<file path="src/rtl/eprisc_iobus_arbiter_pkg.sv">
// Shared definitions for the I/O bus arbiter: state encodings, port indices,
// peripheral address map bases and default bus widths.
package eprisc_iobus_arbiter_pkg;

  typedef enum logic [1:0] {
    S_ARB_IDLE  = 2'd0,
    S_ARB_SETUP = 2'd1,
    S_ARB_WAIT  = 2'd2,
    S_ARB_DONE  = 2'd3
  } arb_state_e;

  localparam int P_ARB_HOST = 0;
  localparam int P_ARB_DMA  = 1;

  localparam int ARB_ADDR_W  = 15;
  localparam int ARB_WDATA_W = 16;
  localparam int ARB_RDATA_W = 32;

  // Base addresses decoded downstream of the arbiter
  localparam logic [ARB_ADDR_W-1:0] BASE_GPIO  = 15'h0000;
  localparam logic [ARB_ADDR_W-1:0] BASE_UART  = 15'h0100;
  localparam logic [ARB_ADDR_W-1:0] BASE_SPI   = 15'h0200;
  localparam logic [ARB_ADDR_W-1:0] BASE_VIDEO = 15'h1000;
  localparam logic [ARB_ADDR_W-1:0] BASE_RAM   = 15'h4000;

endpackage

</file>
<file path="src/rtl/eprisc_iobus_arbiter_rr_pick.sv">
// Combinational 2-way round-robin picker: on a tie the port that did not win last time is chosen.
module eprisc_iobus_arbiter_rr_pick (
  input  logic [1:0] iReq,
  input  logic       iLast,
  output logic       oPick,
  output logic       oValid
);

  always_comb begin
    oValid = |iReq;
    oPick  = 1'b0;
    case (iReq)
      2'b10:   oPick = 1'b1;
      2'b11:   oPick = ~iLast;
      default: oPick = 1'b0;
    endcase
  end

endmodule

</file>
<file path="src/rtl/eprisc_iobus_arbiter.sv">
// Two-master round-robin arbiter for the I/O controller peripheral bus.
// Define IOARB_TIMEOUT_EN to add the WAIT-state timeout (oErr, rdata forced to all ones).
module eprisc_iobus_arbiter
  import eprisc_iobus_arbiter_pkg::*;
#(
  parameter int ADDR_W    = ARB_ADDR_W,
  parameter int WDATA_W   = ARB_WDATA_W,
  parameter int RDATA_W   = ARB_RDATA_W,
  parameter int SETUP_CYC = 1,
  parameter int TIMEOUT   = 64
) (
  input  logic                 iBoardClock,
  input  logic                 iBoardReset,
  input  logic [1:0]           iReq,
  input  logic [1:0]           iReqWrite,
  input  logic [2*ADDR_W-1:0]  iReqAddr,
  input  logic [2*WDATA_W-1:0] iReqData,
  output logic [1:0]           oGrant,
  output logic [1:0]           oAck,
  output logic                 oErr,
  output logic [RDATA_W-1:0]   oRData,
  output logic [ADDR_W-1:0]    oBusAddress,
  output logic [WDATA_W-1:0]   oBusData,
  output logic                 oBusWrite,
  output logic                 oBusEnable,
  input  logic [RDATA_W-1:0]   iBusMISO,
  input  logic                 iBusReady
);

  if (SETUP_CYC < 1 || SETUP_CYC > 7 || TIMEOUT < 1) begin : g_param_check
    $error("eprisc_iobus_arbiter: SETUP_CYC must be 1..7 and TIMEOUT >= 1");
  end

  arb_state_e          state_q, state_d;
  logic                last_q, last_d;
  logic [1:0]          grant_q, grant_d;
  logic                write_q, write_d;
  logic [ADDR_W-1:0]   addr_q, addr_d;
  logic [WDATA_W-1:0]  data_q, data_d;
  logic [RDATA_W-1:0]  rdata_q, rdata_d;
  logic [2:0]          setup_cnt_q, setup_cnt_d;
  logic                first_q, first_d;
  logic                pick, pick_valid;

`ifdef IOARB_TIMEOUT_EN
  localparam int TO_W = $clog2(TIMEOUT + 1);
  logic [TO_W-1:0]     wait_cnt_q, wait_cnt_d;
  logic                err_q, err_d;
`endif

  eprisc_iobus_arbiter_rr_pick u_pick (
    .iReq   (iReq),
    .iLast  (last_q),
    .oPick  (pick),
    .oValid (pick_valid)
  );

  always_comb begin
    state_d     = state_q;
    last_d      = last_q;
    grant_d     = grant_q;
    write_d     = write_q;
    addr_d      = addr_q;
    data_d      = data_q;
    rdata_d     = rdata_q;
    setup_cnt_d = setup_cnt_q;
    first_d     = first_q;
`ifdef IOARB_TIMEOUT_EN
    wait_cnt_d  = wait_cnt_q;
    err_d       = err_q;
`endif
    case (state_q)
      S_ARB_IDLE: begin
        if (pick_valid) begin
          grant_d[P_ARB_HOST] = ~pick;
          grant_d[P_ARB_DMA]  = pick;
          last_d      = pick;
          write_d     = pick ? iReqWrite[1] : iReqWrite[0];
          addr_d      = pick ? iReqAddr[2*ADDR_W-1:ADDR_W] : iReqAddr[ADDR_W-1:0];
          data_d      = pick ? iReqData[2*WDATA_W-1:WDATA_W] : iReqData[WDATA_W-1:0];
          setup_cnt_d = 3'd0;
`ifdef IOARB_TIMEOUT_EN
          err_d       = 1'b0;
`endif
          state_d     = S_ARB_SETUP;
        end
      end
      S_ARB_SETUP: begin
        if (setup_cnt_q == 3'(SETUP_CYC - 1)) begin
          first_d = 1'b1;
`ifdef IOARB_TIMEOUT_EN
          wait_cnt_d = '0;
`endif
          state_d = S_ARB_WAIT;
        end else begin
          setup_cnt_d = setup_cnt_q + 3'd1;
        end
      end
      S_ARB_WAIT: begin
        first_d = 1'b0;
        if (iBusReady) begin
          if (!write_q) rdata_d = iBusMISO;
          state_d = S_ARB_DONE;
        end
`ifdef IOARB_TIMEOUT_EN
        // Ready on the last permitted cycle takes priority over the timeout
        else if (wait_cnt_q == TO_W'(TIMEOUT - 1)) begin
          err_d   = 1'b1;
          rdata_d = '1;
          state_d = S_ARB_DONE;
        end else begin
          wait_cnt_d = wait_cnt_q + 1'b1;
        end
`endif
      end
      S_ARB_DONE: begin
        grant_d = 2'b00;
        state_d = S_ARB_IDLE;
      end
      default: state_d = S_ARB_IDLE;
    endcase
  end

  always_ff @(posedge iBoardClock or negedge iBoardReset) begin
    if (!iBoardReset) begin
      state_q     <= S_ARB_IDLE;
      last_q      <= 1'b1;
      grant_q     <= 2'b00;
      write_q     <= 1'b0;
      addr_q      <= '0;
      data_q      <= '0;
      rdata_q     <= '0;
      setup_cnt_q <= 3'd0;
      first_q     <= 1'b0;
`ifdef IOARB_TIMEOUT_EN
      wait_cnt_q  <= '0;
      err_q       <= 1'b0;
`endif
    end else begin
      state_q     <= state_d;
      last_q      <= last_d;
      grant_q     <= grant_d;
      write_q     <= write_d;
      addr_q      <= addr_d;
      data_q      <= data_d;
      rdata_q     <= rdata_d;
      setup_cnt_q <= setup_cnt_d;
      first_q     <= first_d;
`ifdef IOARB_TIMEOUT_EN
      wait_cnt_q  <= wait_cnt_d;
      err_q       <= err_d;
`endif
    end
  end

  // Outputs decode from registered state so they all fall with the async reset
  assign oBusEnable  = (state_q == S_ARB_SETUP) || (state_q == S_ARB_WAIT);
  assign oBusWrite   = (state_q == S_ARB_WAIT) && first_q && write_q;
  assign oBusAddress = oBusEnable ? addr_q : '0;
  assign oBusData    = oBusEnable ? data_q : '0;
  assign oGrant      = grant_q;
  assign oAck        = (state_q == S_ARB_DONE) ? grant_q : 2'b00;
  assign oRData      = rdata_q;
`ifdef IOARB_TIMEOUT_EN
  assign oErr        = (state_q == S_ARB_DONE) && err_q;
`else
  assign oErr        = 1'b0;
`endif

endmodule

</file>
<file path="config.mk">
export PLATFORM = sky130hd
export DESIGN_NAME = eprisc_iobus_arbiter
export DESIGN_NICKNAME = d
export VERILOG_FILES = /design/src/rtl/eprisc_iobus_arbiter_pkg.sv /design/src/rtl/eprisc_iobus_arbiter_rr_pick.sv /design/src/rtl/eprisc_iobus_arbiter.sv
export SDC_FILE = /design/constraint.sdc
export NUM_CORES = 1
export LEC_CHECK = 0
export CAP_MARGIN = 25
export CORE_MARGIN = 3
export CORE_UTILIZATION = 35
export CTS_BUF_LIST = sky130_fd_sc_hd__clkbuf_8 sky130_fd_sc_hd__clkbuf_16
export DETAILED_ROUTE_END_ITERATION = 7
export GPL_TIMING_DRIVEN = 0
export PLACE_DENSITY_LB_ADDON = 0.12
export SLEW_MARGIN = 20
export SYNTH_ARGS = -nofsm -noshare
export SYNTH_HDL_FRONTEND = slang
export SYNTH_SLANG_ARGS = --single-unit
</file>
<file path="constraint.sdc">
create_clock -name iBoardClock -period 3.1 [get_ports iBoardClock]
set_input_delay 0.93 -clock iBoardClock [delete_from_list [all_inputs] [get_ports iBoardClock]]
set_output_delay 0.93 -clock iBoardClock [all_outputs]
set_load 0.01 [all_outputs]
</file>
==> results of run 1 <==
[area by class of cell]
cell class                 count  share of cell area
sequential                    73               0.326
timing repair buffer         170               0.306
multi-input combinational    195               0.271
tap                          129              0.0288
buffer                        20              0.0230
clock buffer                   9              0.0221
clock inverter                 7              0.0181
inverter                       6             0.00402
[cell families (layout without fill, tap and decap cells)]
kind of cell,count (synthesis),in the layout,share of synthesized area
AND/OR/NAND/NOR,84,84,0.139
flip-flops,73,73,0.527
multiplexers,54,54,0.168
AO/OA/AOI/OAI,49,49,0.101
buffers and inverters,26,212,0.0386
adder cells (fa/ha/maj),7,7,0.0253
other,1,1,0.00108
[power breakdown]
| group | leakage [nW] | internal (W) | switching (W) | total [W] |
|---|---|---|---|---|
| Combinational | 1.48 | 0.00160 | 0.00118 | 0.00279 |
| Sequential | 0.891 | 0.00141 | 0.000226 | 0.00164 |
| Clock | 0.106 | 0.000460 | 0.000381 | 0.000841 |
[metrics by stage]
step	hold WS (ns)	cells	setup TNS, ns	instance area, um^2	worst slack (ns)
after floorplan	0.448	294	0	3470	0.948
after global placement	0.459	591	-113.55	5310	-1.57
after detailed placement	0.467	592	0	5340	0.142
after CTS	0.475	609	0	5600	0.0865
after global routing	0.471	609	0	5600	0.0110
final	0.469	609	0	5600	0.111
[worst reg2reg max path, delay by kind of cell (launching register included)]
family | cells | cell delay [ns]
AO/OA/AOI/OAI | 2 | 0.54
adder cells (fa/ha/maj) | 1 | 0.18
buffers and inverters | 2 | 0.49
flip-flops | 1 | 0.42
[path summary, 6_finish.rpt]
kind / to / cells past startpoint / slack, ns / startpoint
worst max-delay path: oBusData[7] / 5 / 0.11 / state_q[1]
worst min-delay path: oRData[19] / 1 / 0.47 / iBoardReset
worst max register to register: setup_cnt_q[2] / 5 / 1.35 / state_q[1]
worst min register to register: data_q[7] / 2 / 0.48 / data_q[7]
max in group asynchronous: data_q[8] / 2 / 2.08 / iBoardReset
min in group iBoardClock: data_q[7] / 2 / 0.48 / data_q[7]
[sequential cells by signal (all words and copies together), names as in the netlist]
signal and cells:
write_q 1, first_q 1, data_q 16, setup_cnt_q 3
addr_q 15, last_q 1, oGrant 2, oRData 32
state_q 2
[metal layers]
metal / vias to the layer above / GRT usage / share of wire
li1: 1400 / - / -
met1: 1350 / 0.216 / 0.45
met2: 117 / 0.247 / 0.46
met3: 6 / 0.0655 / 0.092
met4: 0 / 0.0361 / 0.0062
met5: - / 0 / 0
[what timing repair did]
action | 4_1_cts | 5_1_grt
buffers inserted | 1 | 0
gates resized for setup | 9 | 0
setup endpoints to repair | 30 | 0
[synthesized netlist by cell type (3+ instances only)]
library cell   n
a21oi_1        3
inv_1          6
nor2_1         3
mux2_1        31
buf_6          3
nand2_1       21
ha_1           7
and3_1        17
buf_2          5
and2_1        33
o21ai_1       21
a221o_1       15
dfrtp_1       72
clkbuf_1      10
mux2i_1       21
==> flow_summary_export.csv, run 1 <==
group,metric,value,unit
setup_path,cp_slowest_cell,"clkdlybuf4s50_1",
global_routing,largest_net_degree_at_the_start_of_global_routing,53,
synth,synthesis.area,3470,um^2
cts,tritoncts,"yes",
timing,period_minus_slack,2.99,ns
setup_path,setup.worst_path.start_class,"register",
run_status,run_status,"finished clean",
timing,timing.fmax,335,MHz
finish,layout.core_utilization,0.595,
drt,vias_post_dr,2873,
timing,setup_viol_count_final,0,
placement,port-buffer-count,168,
timing,finClkSkew,0.0108,ns
min_path,hold_path.class,"in -> async",
setup_path,crit_path_max_fanout,10,
pwr,peakVddDrop,0.456,mV
synth,synth.net_count,402,
timing,timing.final.max_slew_violations,0,
cts,clk_lat_worst_skew,0.34,ns
timing,fin_crit_share,0.964,
finish,drive_above_1_share,0.0833,
floorplan,die_width,106,um
placement,hpwl,6.86,mm
cts,numCtsBuffers,9,
synth,async_reset_ff_frac,1.00,
finish,flow.area_growth_from_synthesis,61.4,%
synth,ys_warn_count,0,
synth,synth_edf_count,0,
floorplan,fp-row-count,35,
cts,ctsHoldBuffers,0,
setup_path,timing.critical_path.cells,"inv_1 -> ha_4 -> clkbuf_4 -> and2_1 -> clkdlybuf4s50_1",
synth,sequential_share_of_the_synthesized_area,0.527,
synth,synth_top_flop_cell,"dfrtp_1",
finish,mostFrequentLayoutCell,"clkdlybuf4s50_1",
synth,ys_seq_elements,73,
drt,avgViaCountPerCell,4.72,
pwr,power_leakage,2.48,nW
finish,filler_cell_count,805,
floorplan,dieArea,11100,um^2
cts,clkSlewWorstSetupHoldPaths,0.08,ns
drt,routedWlPerCell,14.8,um
global_routing,grt_remaining_overflow,0,
synth,post_synth_num_cell_types,36,
setup_path,path_delay_family,"buffers and inverters",
synth,synthDominantCellAreaShare,0.519,
floorplan,ioPinCount,171,
drt,finalWirelength,9.01,mm
timing,finalHoldViolCount,0,
drt,drt_drc_violations_left,0,
setup_path,cp-end-kind,"primary output",
floorplan,die_h,106,um
finish,multi_input_comb_area,1520,um^2
pwr,p_total,0.00526,W
synth,synth_instances,294,
setup_path,crit_buf_inv,3,
floorplan,initial_core_util,0.368,
timing,setup_repair_after_global_routing_missed_its_margin,"no",
global_routing,global_route.usage.total,0.162,
synth,postSynthAreaPerCell,11.8,um^2
setup_path,timing.critical_path.slowest_cell_delay,0.54,ns
global_routing,grt_antenna_before_repair,0,
global_routing,grt_pass1_vias,2856,
cts,cts.root.buffer_cell,"clkbuf_8",
cts,htree_levels,3,
synth,yosys-top-cells-area,"dfrtp_1 52%, mux2_1 10%, mux2i_1 6.1%",
global_routing,grt_first_pass_wirelength,14.4,mm
setup_path,critical_path_arrival,2.06,ns
synth,post-synth-top-area-cell,"dfrtp_1",
flow_run,max_cap_violations,0,
drt,dr.first_iter.drc_count,106,
drt,drt-pass1-iter-count,6,
placement,globalplace.congestion,0.734,
pwr,power_per_cell_area,940,nW/um^2
floorplan,core,9420,um^2
cts,cts-root-to-sink-buffers,2,
drt,drt.antenna.violating_nets,0,
finish,n_antenna_cell,0,
cts,clock-sinks,73,
finish,ff_latch_area,1830,um^2
finish,layout.cells.most_common_list,"167 x clkdlybuf4s50_1, 72 x dfrtp_1, 33 x and2_1, 31 x mux2_1",
finish,num-nets-final,583,
setup_path,path_class,"reg -> out",
setup_path,wp_data_required,2.17,ns
Power figures use the tool's default switching activity.
==> inputs of run 2 (changes only) <==
Settings changed: CORE_UTILIZATION 35 to 40, SLEW_MARGIN 20 to 30.
==> flow_summary_export.csv, run 2 (same netlist as run 1, synthesis figures left out) <==
group,metric,value,unit
pwr,power_per_cell_area,950,nW/um^2
global_routing,grt_pass1_vias,2953,
cts,ctsHoldBuffers,0,
setup_path,timing.critical_path.cells,"inv_1 -> ha_4 -> clkbuf_4 -> and2_1 -> clkdlybuf4s50_1",
setup_path,crit_path_max_fanout,10,
setup_path,cp-end-kind,"primary output",
cts,numCtsBuffers,9,
finish,mostFrequentLayoutCell,"clkdlybuf4s50_1",
setup_path,regToRegSetupSlack,1.36,ns
finish,layout.cells.most_common_list,"166 x clkdlybuf4s50_1, 72 x dfrtp_1, 33 x and2_1, 31 x mux2_1",
pwr,switching_share,0.333,
setup_path,wp_data_required,2.17,ns
min_path,hold_path.class,"reg -> reg",
drt,dr.first_iter.drc_count,51,
drt,drt.antenna.violating_nets,0,
setup_path,timing.rr.start,"state_q[1]",
global_routing,largest_net_degree_at_the_start_of_global_routing,50,
pwr,seq_power_share,0.309,
placement,globalplace.congestion,0.742,
finish,num-nets-final,584,
floorplan,die_h,99.1,um
pwr,power.share.combinational,0.521,
global_routing,grt_remaining_overflow,0,
min_path,worst_hold_startpoint,"data_q[8]",
timing,setup_repair_after_global_routing_missed_its_margin,"no",
cts,cts-root-to-sink-buffers,2,
timing,finalHoldViolCount,0,
drt,drt-pass1-iter-count,4,
setup_path,setup.worst_path.start_class,"register",
global_routing,grt_first_pass_wirelength,14.5,mm
drt,drt_drc_violations_left,0,
min_path,worst_hold_path.num_cells,2,
setup_path,critical_path_arrival,2.03,ns
placement,port-buffer-count,168,
drt,finalWirelength,8.98,mm
cts,htree_levels,3,
finish,fin_cells,586,
cts,clock-sinks,73,
placement,place.detailed.instances,568,
placement,dp_worst_setup_slack,0.216,ns
floorplan,initial_core_util,0.418,
timing,finClkSkew,0.00720,ns
finish,flow.area_growth_from_synthesis,61.2,%
timing,setup_viol_count_final,0,
min_path,min_to,"data_q[8]",
drt,routedWlPerCell,15.3,um
placement,hpwl,6.81,mm
timing,timing.fmax,337,MHz
pwr,power_leakage,2.51,nW
drt,vias_post_dr,2918,
cts,cts.root.buffer_cell,"clkbuf_8",
pwr,power_switching,0.00177,W
floorplan,ioPinCount,171,
floorplan,die_width,99.1,um
finish,filler_cell_count,674,
finish,n_antenna_cell,0,
finish,drive_above_1_share,0.0832,
timing,period_minus_slack,2.96,ns
setup_path,cp_slowest_cell,"clkdlybuf4s50_1",
cts,tritoncts,"yes",
timing,fin_ws,0.136,ns
global_routing,global_route.usage.total,0.183,
timing,timing.final.max_slew_violations,0,
pwr,peakVddDrop,0.529,mV
setup_path,r2r-end,"oRData[19]",
cts,clkSlewWorstSetupHoldPaths,0.08,ns
floorplan,core,8300,um^2
setup_path,path_class,"reg -> out",
pwr,p_clk_frac,0.170,
cts,clk_lat_worst_skew,0.34,ns
floorplan,dieArea,9820,um^2
run_status,run_status,"finished clean",
global_routing,grt_antenna_before_repair,0,
timing,fin_crit_share,0.956,
setup_path,worst_reg2reg_path_depth,5,
finish,largest_register_ff_count,32,
finish,layout.core_utilization,0.674,
setup_path,timing.critical_path.slowest_cell_delay,0.56,ns
pwr,p_int,0.00354,W
drt,avgViaCountPerCell,4.98,
floorplan,fp-row-count,33,
flow_run,max_cap_violations,0,
[run 2: per-layer routing]
layer	share of wire	GRT usage
met2	0.47	0.286
met4	0.0079	0.0378
met1	0.44	0.249
met3	0.084	0.0617
met5	0	0
[run 2: worst max-delay path, delay by kind of cell (launching register included)]
family | cells | cell delay [ns]
buffers and inverters | 3 | 0.86
flip-flops | 1 | 0.39
adder cells (fa/ha/maj) | 1 | 0.31
AND/OR/NAND/NOR | 1 | 0.14
[run 2: repair_timing]
| item | 4_1_cts | 5_1_grt |
|---|---|---|
| setup endpoints to repair | 30 | 30 |
| setup buffers | 0 | 2 |
| resized for setup | 6 | 4 |
[run 2: through the flow]
step	total power [W]	instance area, um^2	setup TNS (ns)	hold slack, ns
floorplan	0.00294	3470	0	0.448
detailed placement	0.00439	5310	0	0.470
global route	0.00569	5590	0	0.493
finish	0.00531	5590	0	0.483
global placement	0.00432	5280	-108.43	0.459
CTS	0.00533	5560	0	0.486
[run 2: cell type report]
type | instances | area (um^2) | share of cell area
Sequential cell | 73 | 1830 | 0.327
Clock inverter | 7 | 119 | 0.0213
Tap cell | 105 | 131 | 0.0235
Clock buffer | 9 | 124 | 0.0222
Inverter | 6 | 22.5 | 0.00403
Timing Repair Buffer | 171 | 1720 | 0.308
Buffer | 20 | 123 | 0.0219
Multi-Input combinational cell | 195 | 1520 | 0.272
[run 2: power groups by stage]
stage               Clock [W]  Sequential, W  Combinational (W)
finish               0.000902        0.00164            0.00277
global route         0.000963        0.00172            0.00302
CTS                  0.000916        0.00165            0.00276
detailed placement          0        0.00166            0.00273
global placement            0        0.00164            0.00268
floorplan                   0        0.00173            0.00121
[run 2: worst max path at each step]
stage	to	slack [ns]	startpoint
final	oBusAddress[1]	0.14	state_q[1]
after global routing	oBusAddress[1]	0.02	state_q[1]
after CTS	oBusData[3]	0.03	state_q[0]
after detailed placement	oBusAddress[0]	0.22	state_q[0]
after global placement	data_q[6]	-1.50	iBoardReset
after floorplan	oBusAddress[0]	0.95	state_q[0]
